<file path="config.mk">
export PLATFORM = sky130hd
export DESIGN_NAME = eth_udp_extract
export DESIGN_NICKNAME = d
export VERILOG_FILES = /design/src/rtl/eth_udp_extract.sv
export SDC_FILE = /design/constraint.sdc
export NUM_CORES = 1
export LEC_CHECK = 0
export CORE_ASPECT_RATIO = 0.75
export CORE_MARGIN = 1.5
export CORE_UTILIZATION = 45
export CTS_CLUSTER_DIAMETER = 60
export DETAILED_ROUTE_END_ITERATION = 16
export GPL_TIMING_DRIVEN = 0
export PLACE_DENSITY = 0.67
export REMOVE_ABC_BUFFERS = 1
export SLEW_MARGIN = 20
export SYNTH_ARGS = -nofsm -noshare
export SYNTH_HDL_FRONTEND = slang
export SYNTH_SLANG_ARGS = --single-unit
</file>
<file path="constraint.sdc">
create_clock -name CLK -period 6.52 [get_ports CLK]
set_clock_uncertainty 0.05 [all_clocks]
set_input_delay 0.652 -clock CLK [delete_from_list [all_inputs] [get_ports CLK]]
set_output_delay 0.652 -clock CLK [all_outputs]
set_load 0.01 [all_outputs]
</file>
<file path="src/rtl/eth_udp_extract.sv">
// ----------------------------------------------------------------------------
// eth_udp_extract : Ethernet/IPv4/UDP header parser, emits payload of UDP
//                   datagrams addressed to UDP_PORT with SOP/EOP/ABORT framing.
// Revision: 1.0
// ----------------------------------------------------------------------------
`default_nettype none

module eth_udp_extract #(
  parameter logic [15:0] UDP_PORT = 16'd5000,
  parameter bit          CHK_IP   = 1'b1
) (
  input  logic        CLK,
  input  logic        RST,
  input  logic [9:0]  IN_ETH_STREAM,
  output logic [7:0]  OUT_DAT,
  output logic        OUT_VLD,
  output logic        OUT_SOP,
  output logic        OUT_EOP,
  output logic        OUT_ABORT,
  output logic [15:0] PKT_CNT,
  output logic [15:0] DROP_CNT
);

  typedef enum logic [2:0] {
    S_GAP   = 3'd0,
    S_IDLE  = 3'd1,
    S_HDR   = 3'd2,
    S_PAY   = 3'd3,
    S_DRAIN = 3'd4
  } state_t;

  localparam logic [5:0] C_OFF_MAX = 6'd42;

  logic       w_cke;
  logic       w_frm;
  logic [7:0] w_dat;
  assign w_cke = IN_ETH_STREAM[9];
  assign w_frm = IN_ETH_STREAM[8];
  assign w_dat = IN_ETH_STREAM[7:0];

  state_t      state_q, state_d;
  logic [5:0]  off_q, off_d;
  logic [7:0]  ulen_hi_q, ulen_hi_d;
  logic [15:0] rem_q, rem_d;
  logic        first_q, first_d;
  logic [7:0]  dat_q, dat_d;
  logic        vld_q, vld_d;
  logic        sop_q, sop_d;
  logic        eop_q, eop_d;
  logic        abort_q, abort_d;
  logic [15:0] pkt_q, pkt_d;
  logic [15:0] drop_q, drop_d;

  logic        w_pkt_inc;
  logic        w_drop_inc;
  logic        w_hdr_bad;
  logic [15:0] w_ulen;

  assign w_ulen = {ulen_hi_q, w_dat};

  always_comb begin
    state_d    = state_q;
    off_d      = off_q;
    ulen_hi_d  = ulen_hi_q;
    rem_d      = rem_q;
    first_d    = first_q;
    dat_d      = dat_q;
    vld_d      = 1'b0;
    sop_d      = 1'b0;
    eop_d      = 1'b0;
    abort_d    = 1'b0;
    w_pkt_inc  = 1'b0;
    w_drop_inc = 1'b0;
    w_hdr_bad  = 1'b0;

    if (w_cke) begin
      case (state_q)
        S_GAP: begin
          if (!w_frm) state_d = S_IDLE;
        end
        S_IDLE: begin
          if (w_frm) begin
            off_d   = 6'd1;
            state_d = S_HDR;
          end
        end
        S_HDR: begin
          if (!w_frm) begin
            w_drop_inc = 1'b1;
            state_d    = S_IDLE;
          end else begin
            off_d = (off_q == C_OFF_MAX) ? C_OFF_MAX : off_q + 6'd1;
            case (off_q)
              6'd12: w_hdr_bad = (w_dat != 8'h08);
              6'd13: w_hdr_bad = (w_dat != 8'h00);
              6'd14: w_hdr_bad = CHK_IP && (w_dat != 8'h45);
              6'd23: w_hdr_bad = (w_dat != 8'h11);
              6'd36: w_hdr_bad = (w_dat != UDP_PORT[15:8]);
              6'd37: w_hdr_bad = (w_dat != UDP_PORT[7:0]);
              6'd38: ulen_hi_d = w_dat;
              6'd39: begin
                // A UDP length of 8 or less carries no payload to deliver.
                w_hdr_bad = (w_ulen <= 16'd8);
                rem_d     = w_ulen - 16'd8;
              end
              default: ;
            endcase
            if (w_hdr_bad) begin
              w_drop_inc = 1'b1;
              state_d    = S_DRAIN;
            end else if (off_q == 6'd41) begin
              first_d = 1'b1;
              state_d = S_PAY;
            end
          end
        end
        S_PAY: begin
          if (!w_frm) begin
            abort_d    = 1'b1;
            w_drop_inc = 1'b1;
            state_d    = S_IDLE;
          end else begin
            vld_d   = 1'b1;
            dat_d   = w_dat;
            sop_d   = first_q;
            first_d = 1'b0;
            rem_d   = rem_q - 16'd1;
            if (rem_q == 16'd1) begin
              eop_d     = 1'b1;
              w_pkt_inc = 1'b1;
              state_d   = S_DRAIN;
            end
          end
        end
        S_DRAIN: begin
          if (!w_frm) state_d = S_IDLE;
        end
        default: state_d = S_GAP;
      endcase
    end

    pkt_d  = (w_pkt_inc  && (pkt_q  != 16'hFFFF)) ? pkt_q  + 16'd1 : pkt_q;
    drop_d = (w_drop_inc && (drop_q != 16'hFFFF)) ? drop_q + 16'd1 : drop_q;
  end

  always_ff @(posedge CLK) begin
    if (RST) begin
      state_q   <= S_GAP;
      off_q     <= 6'd0;
      ulen_hi_q <= 8'd0;
      rem_q     <= 16'd0;
      first_q   <= 1'b0;
      dat_q     <= 8'd0;
      vld_q     <= 1'b0;
      sop_q     <= 1'b0;
      eop_q     <= 1'b0;
      abort_q   <= 1'b0;
      pkt_q     <= 16'd0;
      drop_q    <= 16'd0;
    end else begin
      state_q   <= state_d;
      off_q     <= off_d;
      ulen_hi_q <= ulen_hi_d;
      rem_q     <= rem_d;
      first_q   <= first_d;
      dat_q     <= dat_d;
      vld_q     <= vld_d;
      sop_q     <= sop_d;
      eop_q     <= eop_d;
      abort_q   <= abort_d;
      pkt_q     <= pkt_d;
      drop_q    <= drop_d;
    end
  end

  assign OUT_DAT   = dat_q;
  assign OUT_VLD   = vld_q;
  assign OUT_SOP   = sop_q;
  assign OUT_EOP   = eop_q;
  assign OUT_ABORT = abort_q;
  assign PKT_CNT   = pkt_q;
  assign DROP_CNT  = drop_q;

endmodule

`default_nettype wire

</file>
==> flow_summary.toml, run 1 <==
[critical_path]
critPathBufInv = 0
critical_path_depth = 7
critical_path_class = "flip-flop to flip-flop"
worst-path-max-fanout = 21
cp-end-kind = "flip-flop"
slowest_stage = "nor2_2"
required_ns = 6.74
worstPathArrival_ns = 3.76
rr_worst_depth = 7
cpPeakStageDelay_ns = 0.70
worstSetupStartpointType = "flip-flop"
crit_chain = "nand3b_1 > nor2_2 > nand4_1 > a21oi_2 > nand3_1 > or3_1 > a21oi_1"
critPathTopFamily = "simple AND/OR/NAND/NOR gates"

[clock_tree]
clockRootBuffer = "clkbuf_16"
cts_tree = "done"
clk_latency_ns = 0.34
clock-sinks = 78
postCtsSetupBuffers = 0
clk_pin_slew_ns = 0.06
cts_buffer_depth = 2
cts_hold_buf = 0
cts_max_level = 3
cts_resized = 0
cts_made_buffers = 9

[outcome]
outcome = "completed"

[logic_synthesis]
ys_seq_area_frac = 0.360
yosys_most_used_dff = "dfxtp_1"
ys_ff_latch = 78
ys_types = 69
syn_avg_cell_area_sq_um = 7.86
syn_area_sq_mm = 0.00434
synthCells = 552
ys_warn_count = 0
synth_edf_count = 0
async_flop_share = 0

[detailed_routing]
antenna_left = 0
num_vias = 4102
drt-initial-drc-count = 274
viasPerCell = 5.64
drcViolationCount = 0
wl_per_cell_um = 14.9
dr.pass1.iters = 4
wl_mm = 10.8

[timing]
setup_violations = 0
tightest_slew_ns = 0.882
relSlewSlack = 0.412
min_period_over_period = 0.543
period_needed_ns = 3.54
hold_viol_final = 0
finalSetupTns_ns = 0
rsz0062_at_grt = "no"
whs_ns = 0.404
fmax_mhz = 283
drv_slew = 0

[floorplanning]
die_area_sq_mm = 0.0102
initial_core_util = 0.472
ios = 56
die_h_um = 88.0
fp.dieW_um = 116
coreArea_sq_mm = 0.00920
num_rows = 30

[place]
dp.cells = 711
gp_congestion = 0.806
dpl_cell_area_sq_mm = 0.00497
numPortBuffers = 55
dpl.hpwl_mm = 7.63

[global_route]
grt-ovfl-total = 0
grt_pass1_wl_mm = 17.8
grt_max_degree = 61
grt_pass1_vias = 3619
antenna_found_initial = 0
globalRouteTotalUtil = 0.221

[power_and_ir_drop]
p_leak_uw = 0.00182
vdd_drop_max_mv = 0.155
power.density_mw_per_mm2 = 201

[layout]
drive_gt1_frac = 0.0601
design_area_sq_mm = 0.00527
nFillCells = 863
nNetsFinal = 615
area_delta_synth_final_pct = 21.6
fin_cells = 727
antennaDiodeCount = 0

[flow_run]
drv_cap = 0

[hold_path]
hold_depth = 2
hold_path.class = "flip-flop to flip-flop"
## cells in the mapped netlist (7+ instances only)
library cell / number / area, sq um
a21oi_1: 50 / 250
a22oi_1: 7 / 52.6
and3_1: 10 / 62.6
buf_2: 7 / 35.0
clkbuf_1: 17 / 63.8
dfxtp_1: 78 / 1560
ha_1: 9 / 113
inv_1: 12 / 45.0
mux2i_1: 10 / 100
nand2_1: 67 / 251
nand3_1: 23 / 115
nand3b_1: 7 / 52.6
nor2_1: 63 / 236
nor3_1: 21 / 105
o21ai_0: 28 / 140
o21ai_1: 7 / 35.0
or3_1: 16 / 100
xnor2_1: 13 / 114
xor2_1: 9 / 78.8
## where the power goes
part / switching [uW] / internal, uW / leakage, uW
registers: 5.66 / 479 / 0.000628
logic: 43.8 / 27.6 / 0.00105
clock network: 199 / 305 / 0.000148
total: 248 / 812 / 0.00182
## sequential cells by signal (all words and copies together), names as in the netlist
register	cells
state_q	3
OUT_EOP	1
first_q	1
rem_q	16
OUT_SOP	1
OUT_VLD	1
OUT_ABORT	1
PKT_CNT	16
OUT_DAT	8
off_q	6
DROP_CNT	16
ulen_hi_q	8
## cell type report
| type | count | area [sq um] | area share |
|---|---|---|---|
| multi-input cells | 436 | 2620 | 0.496 |
| flip-flops and latches | 78 | 1560 | 0.296 |
| repair buffers | 57 | 591 | 0.112 |
| clock buffers | 10 | 239 | 0.0453 |
| well taps | 128 | 160 | 0.0304 |
| clock inverters | 6 | 61.3 | 0.0116 |
| inverters | 12 | 45.0 | 0.00854 |
## per-stage QoR
| step | total power (uW) | setup slack, ns | util |
|---|---|---|---|
| 2_1_floorplan | 532 | 3.83 | - |
| 3_3_place_gp | 563 | 2.05 | 0.536 |
| 3_5_place_dp | 566 | 2.80 | 0.541 |
| 4_1_cts | 1070 | 3.04 | 0.573 |
| 5_1_grt | 1100 | 2.63 | 0.573 |
| 6_report | 1060 | 2.98 | 0.573 |
## metal layers
| metal | global-route usage | vias to the layer above | routed length, um |
|---|---|---|---|
| met5 | 0 | - | 0 |
| met4 | 0.0565 | 0 | 106 |
| met3 | 0.0567 | 9 | 510 |
| met2 | 0.340 | 87 | 4800 |
| met1 | 0.311 | 1920 | 5410 |
| li1 | - | 2086 | - |
## worst min-delay path, cell delays in order, from the launching register on
cell and delay (ns):
dfxtp_1 0.31, nand2_1 0.05, a21oi_1 0.05
## worst paths after layout
kind	startpoint	end	slack, ns
setup / recovery	state_q[0]$_SDFFE_PP0P_	PKT_CNT[8]$_SDFFE_PP0P_	2.98
hold / removal	OUT_DAT[3]$_SDFFE_PP0P_	OUT_DAT[3]$_SDFFE_PP0P_	0.40
setup reg to reg	state_q[0]$_SDFFE_PP0P_	PKT_CNT[8]$_SDFFE_PP0P_	2.98
hold reg to reg	OUT_DAT[3]$_SDFFE_PP0P_	OUT_DAT[3]$_SDFFE_PP0P_	0.40
## kinds of logic (layout without fill, tap and decap cells)
logic type / after synthesis / after routing / synth area share
AOI/OAI and AO/OA: 137 / 137 / 0.202
xor gates and xnor gates: 22 / 22 / 0.0444
adders and majority gates: 9 / 9 / 0.0260
buffers and inverters: 38 / 85 / 0.0375
DFF: 78 / 78 / 0.360
muxes: 13 / 13 / 0.0309
and+or+nand+nor: 255 / 255 / 0.299
## cell usage in the layout, fill, tap and decap left out, types with 3 or more instances in the layout
cell             Yosys  layout
dfxtp_1             78      78
nand2_1             67      67
nor2_1              63      62
clkdlybuf4s50_1      0      54
a21oi_1             50      50
o21ai_0             28      28
nand3_1             23      23
nor3_1              21      21
or3_1               16      16
xnor2_1             13      13
inv_1               12      12
mux2i_1             10      10
and3_1              10      10
xor2_1               9       9
ha_1                 9       9
clkbuf_16            0       9
o21ai_1              7       7
a22oi_1              7       7
nand3b_1             7       7
or4_1                5       5
o211ai_1             5       5
and2_1               5       5
a211oi_1             5       5
nor4_1               5       5
nand2b_1             5       5
nand4_1              5       5
o32ai_1              4       4
o22ai_1              4       4
o31ai_1              3       3
and4_1               3       3
o21ai_2              3       3
nor2b_1              3       3
clkinv_2             0       3
(Power assumes the default switching activity.)
==> run 2, diff against run 1 <==
==> constraint.sdc (replaced) <==
create_clock -name CLK -period 3.3 [get_ports CLK]
set_clock_uncertainty 0.05 [all_clocks]
set_input_delay 0.33 -clock CLK [delete_from_list [all_inputs] [get_ports CLK]]
set_output_delay 0.33 -clock CLK [all_outputs]
set_load 0.01 [all_outputs]
==> flow_summary.toml, run 2 (synthesis gave the netlist of run 1 again) <==
[layout]
final_cell_mix = "dfxtp_1, nand2_1, nor2_1"
antennaDiodeCount = 0
nNetsFinal = 618
drive_gt1_frac = 0.0631
design_area_sq_mm = 0.00531
area_delta_synth_final_pct = 22.4
final_common_cell = "dfxtp_1"

[global_route]
grt_max_degree = 61
grt_pass1_wl_mm = 18.1
antenna_found_initial = 0
grt-ovfl-total = 0
globalRouteTotalUtil = 0.225
grt_pass1_vias = 3645

[detailed_routing]
wl_mm = 11.0
num_vias = 4144
antenna_left = 0
wl_per_cell_um = 15.0
viasPerCell = 5.68
drcViolationCount = 0
dr.pass1.iters = 5
drt-initial-drc-count = 295

[place]
dpl.hpwl_mm = 7.63
gp_congestion = 0.806
dpl_cell_area_sq_mm = 0.00497
numPortBuffers = 55
place_ws_ns = -0.155

[floorplanning]
coreArea_sq_mm = 0.00920
num_rows = 30
initial_core_util = 0.472
fp.dieW_um = 116
die_area_sq_mm = 0.0102
die_h_um = 88.0
ios = 56

[critical_path]
reg2reg_from = "off_q[0]$_SDFFE_PP0P_"
r2r_setup_slack_ns = 0.38
cp-end-kind = "flip-flop"
worstPathArrival_ns = 3.10
required_ns = 3.48
crit_start = "off_q[0]$_SDFFE_PP0P_"
critical_path_class = "flip-flop to flip-flop"
worstSetupStartpointType = "flip-flop"
worst-path-max-fanout = 22

[timing]
period_needed_ns = 2.92
hold_viol_final = 0
finalSetupTns_ns = 0
rsz0062_at_grt = "no"
setup_violations = 0
min_period_over_period = 0.885
fmax_mhz = 342
whs_ns = 0.267
setup_ws_ns = 0.380
tightest_slew_ns = 0.837
relSlewSlack = 0.442
drv_slew = 0

[clock_tree]
clockRootBuffer = "clkbuf_16"
clk_pin_slew_ns = 0.06
cts_made_buffers = 9
clk_latency_ns = 0.34
cts_buffer_depth = 2
cts_tree = "done"
cts_hold_buf = 0
cts_max_level = 3
clock-sinks = 78

[flow_run]
drv_cap = 0

[outcome]
outcome = "completed"

[hold_path]
hold_path.class = "input port to flip-flop"
hold_start = "RST"

[power_and_ir_drop]
power.density_mw_per_mm2 = 395
vdd_drop_max_mv = 0.306
p_leak_uw = 0.00184
-- run 2: changes by cell type in the layout (fill, tap and decap cells not counted) --
cell,previous run,this run
o21ai_2,3,2
o21ai_4,0,1
nor2_4,0,1
buf_4,1,3
nand3b_1,7,8
nor2_2,2,1
-- run 2: timing repair --
| action | CTS | global route |
|---|---|---|
| setup buffers | 0 | 2 |
| pin swaps | 1 | 1 |
| cloned | 1 | 0 |
| gates resized for setup | 1 | 1 |
| setup endpoints to repair | 8 | 10 |
-- run 2: where the power goes --
group / internal [uW] / switching, uW
clock network: 603 / 392
logic: 55.5 / 87.6
registers: 947 / 13.5
-- run 2: area by class of cell --
| cell class | instances | area, sq um |
|---|---|---|
| fillers | 870 | 3890 |
| multi-input cells | 437 | 2640 |
| flip-flops and latches | 78 | 1560 |
| repair buffers | 59 | 606 |
| clock buffers | 10 | 239 |
| well taps | 128 | 160 |
| clock inverters | 6 | 61.3 |
| inverters | 12 | 45.0 |
-- run 2: final timing paths --
| check | end | cells after the start |
|---|---|---|
| worst max-delay path | DROP_CNT[14]$_SDFFE_PP0P_ | 9 |
| worst min-delay path | DROP_CNT[1]$_SDFFE_PP0P_ | 2 |
| worst max register to register | DROP_CNT[14]$_SDFFE_PP0P_ | 9 |
| worst min register to register | OUT_DAT[3]$_SDFFE_PP0P_ | 2 |
-- run 2: critical path: stages (launching register included) --
cell       delay [ns]
dfxtp_1          0.44
ha_1             0.32
nand3b_1         0.13
a21o_1           0.21
a21bo_1          0.22
a2111oi_4        0.42
nor3_2           0.13
o21ai_4          0.48
nor4_2           0.08
mux2_1           0.32
-- run 2: per-layer routing --
layer / GRT usage / share of wire
met5: 0 / 0
met4: 0.0588 / 0.0084
met3: 0.0574 / 0.050
met2: 0.350 / 0.44
met1: 0.313 / 0.50
-- run 2: metrics by stage --
stage	util	cells	power [uW]
3_3_place_gp	0.536	709	1110
2_1_floorplan	-	526	1050
6_report	0.577	730	2100
4_1_cts	0.575	728	2120
3_5_place_dp	0.541	711	1120
5_1_grt	0.577	730	2180
==> run 3, diff against run 2 <==
--- a/config.mk
+++ b/config.mk
@@ -13,6 +13,7 @@
 export GPL_TIMING_DRIVEN = 0
 export PLACE_DENSITY = 0.67
 export REMOVE_ABC_BUFFERS = 1
+export SETUP_SLACK_MARGIN = 0.02
 export SLEW_MARGIN = 20
 export SYNTH_ARGS = -nofsm -noshare
 export SYNTH_HDL_FRONTEND = slang
==> results of run 3 <==
Same layout as run 2: the final DEF is identical, and so are final timing and power.
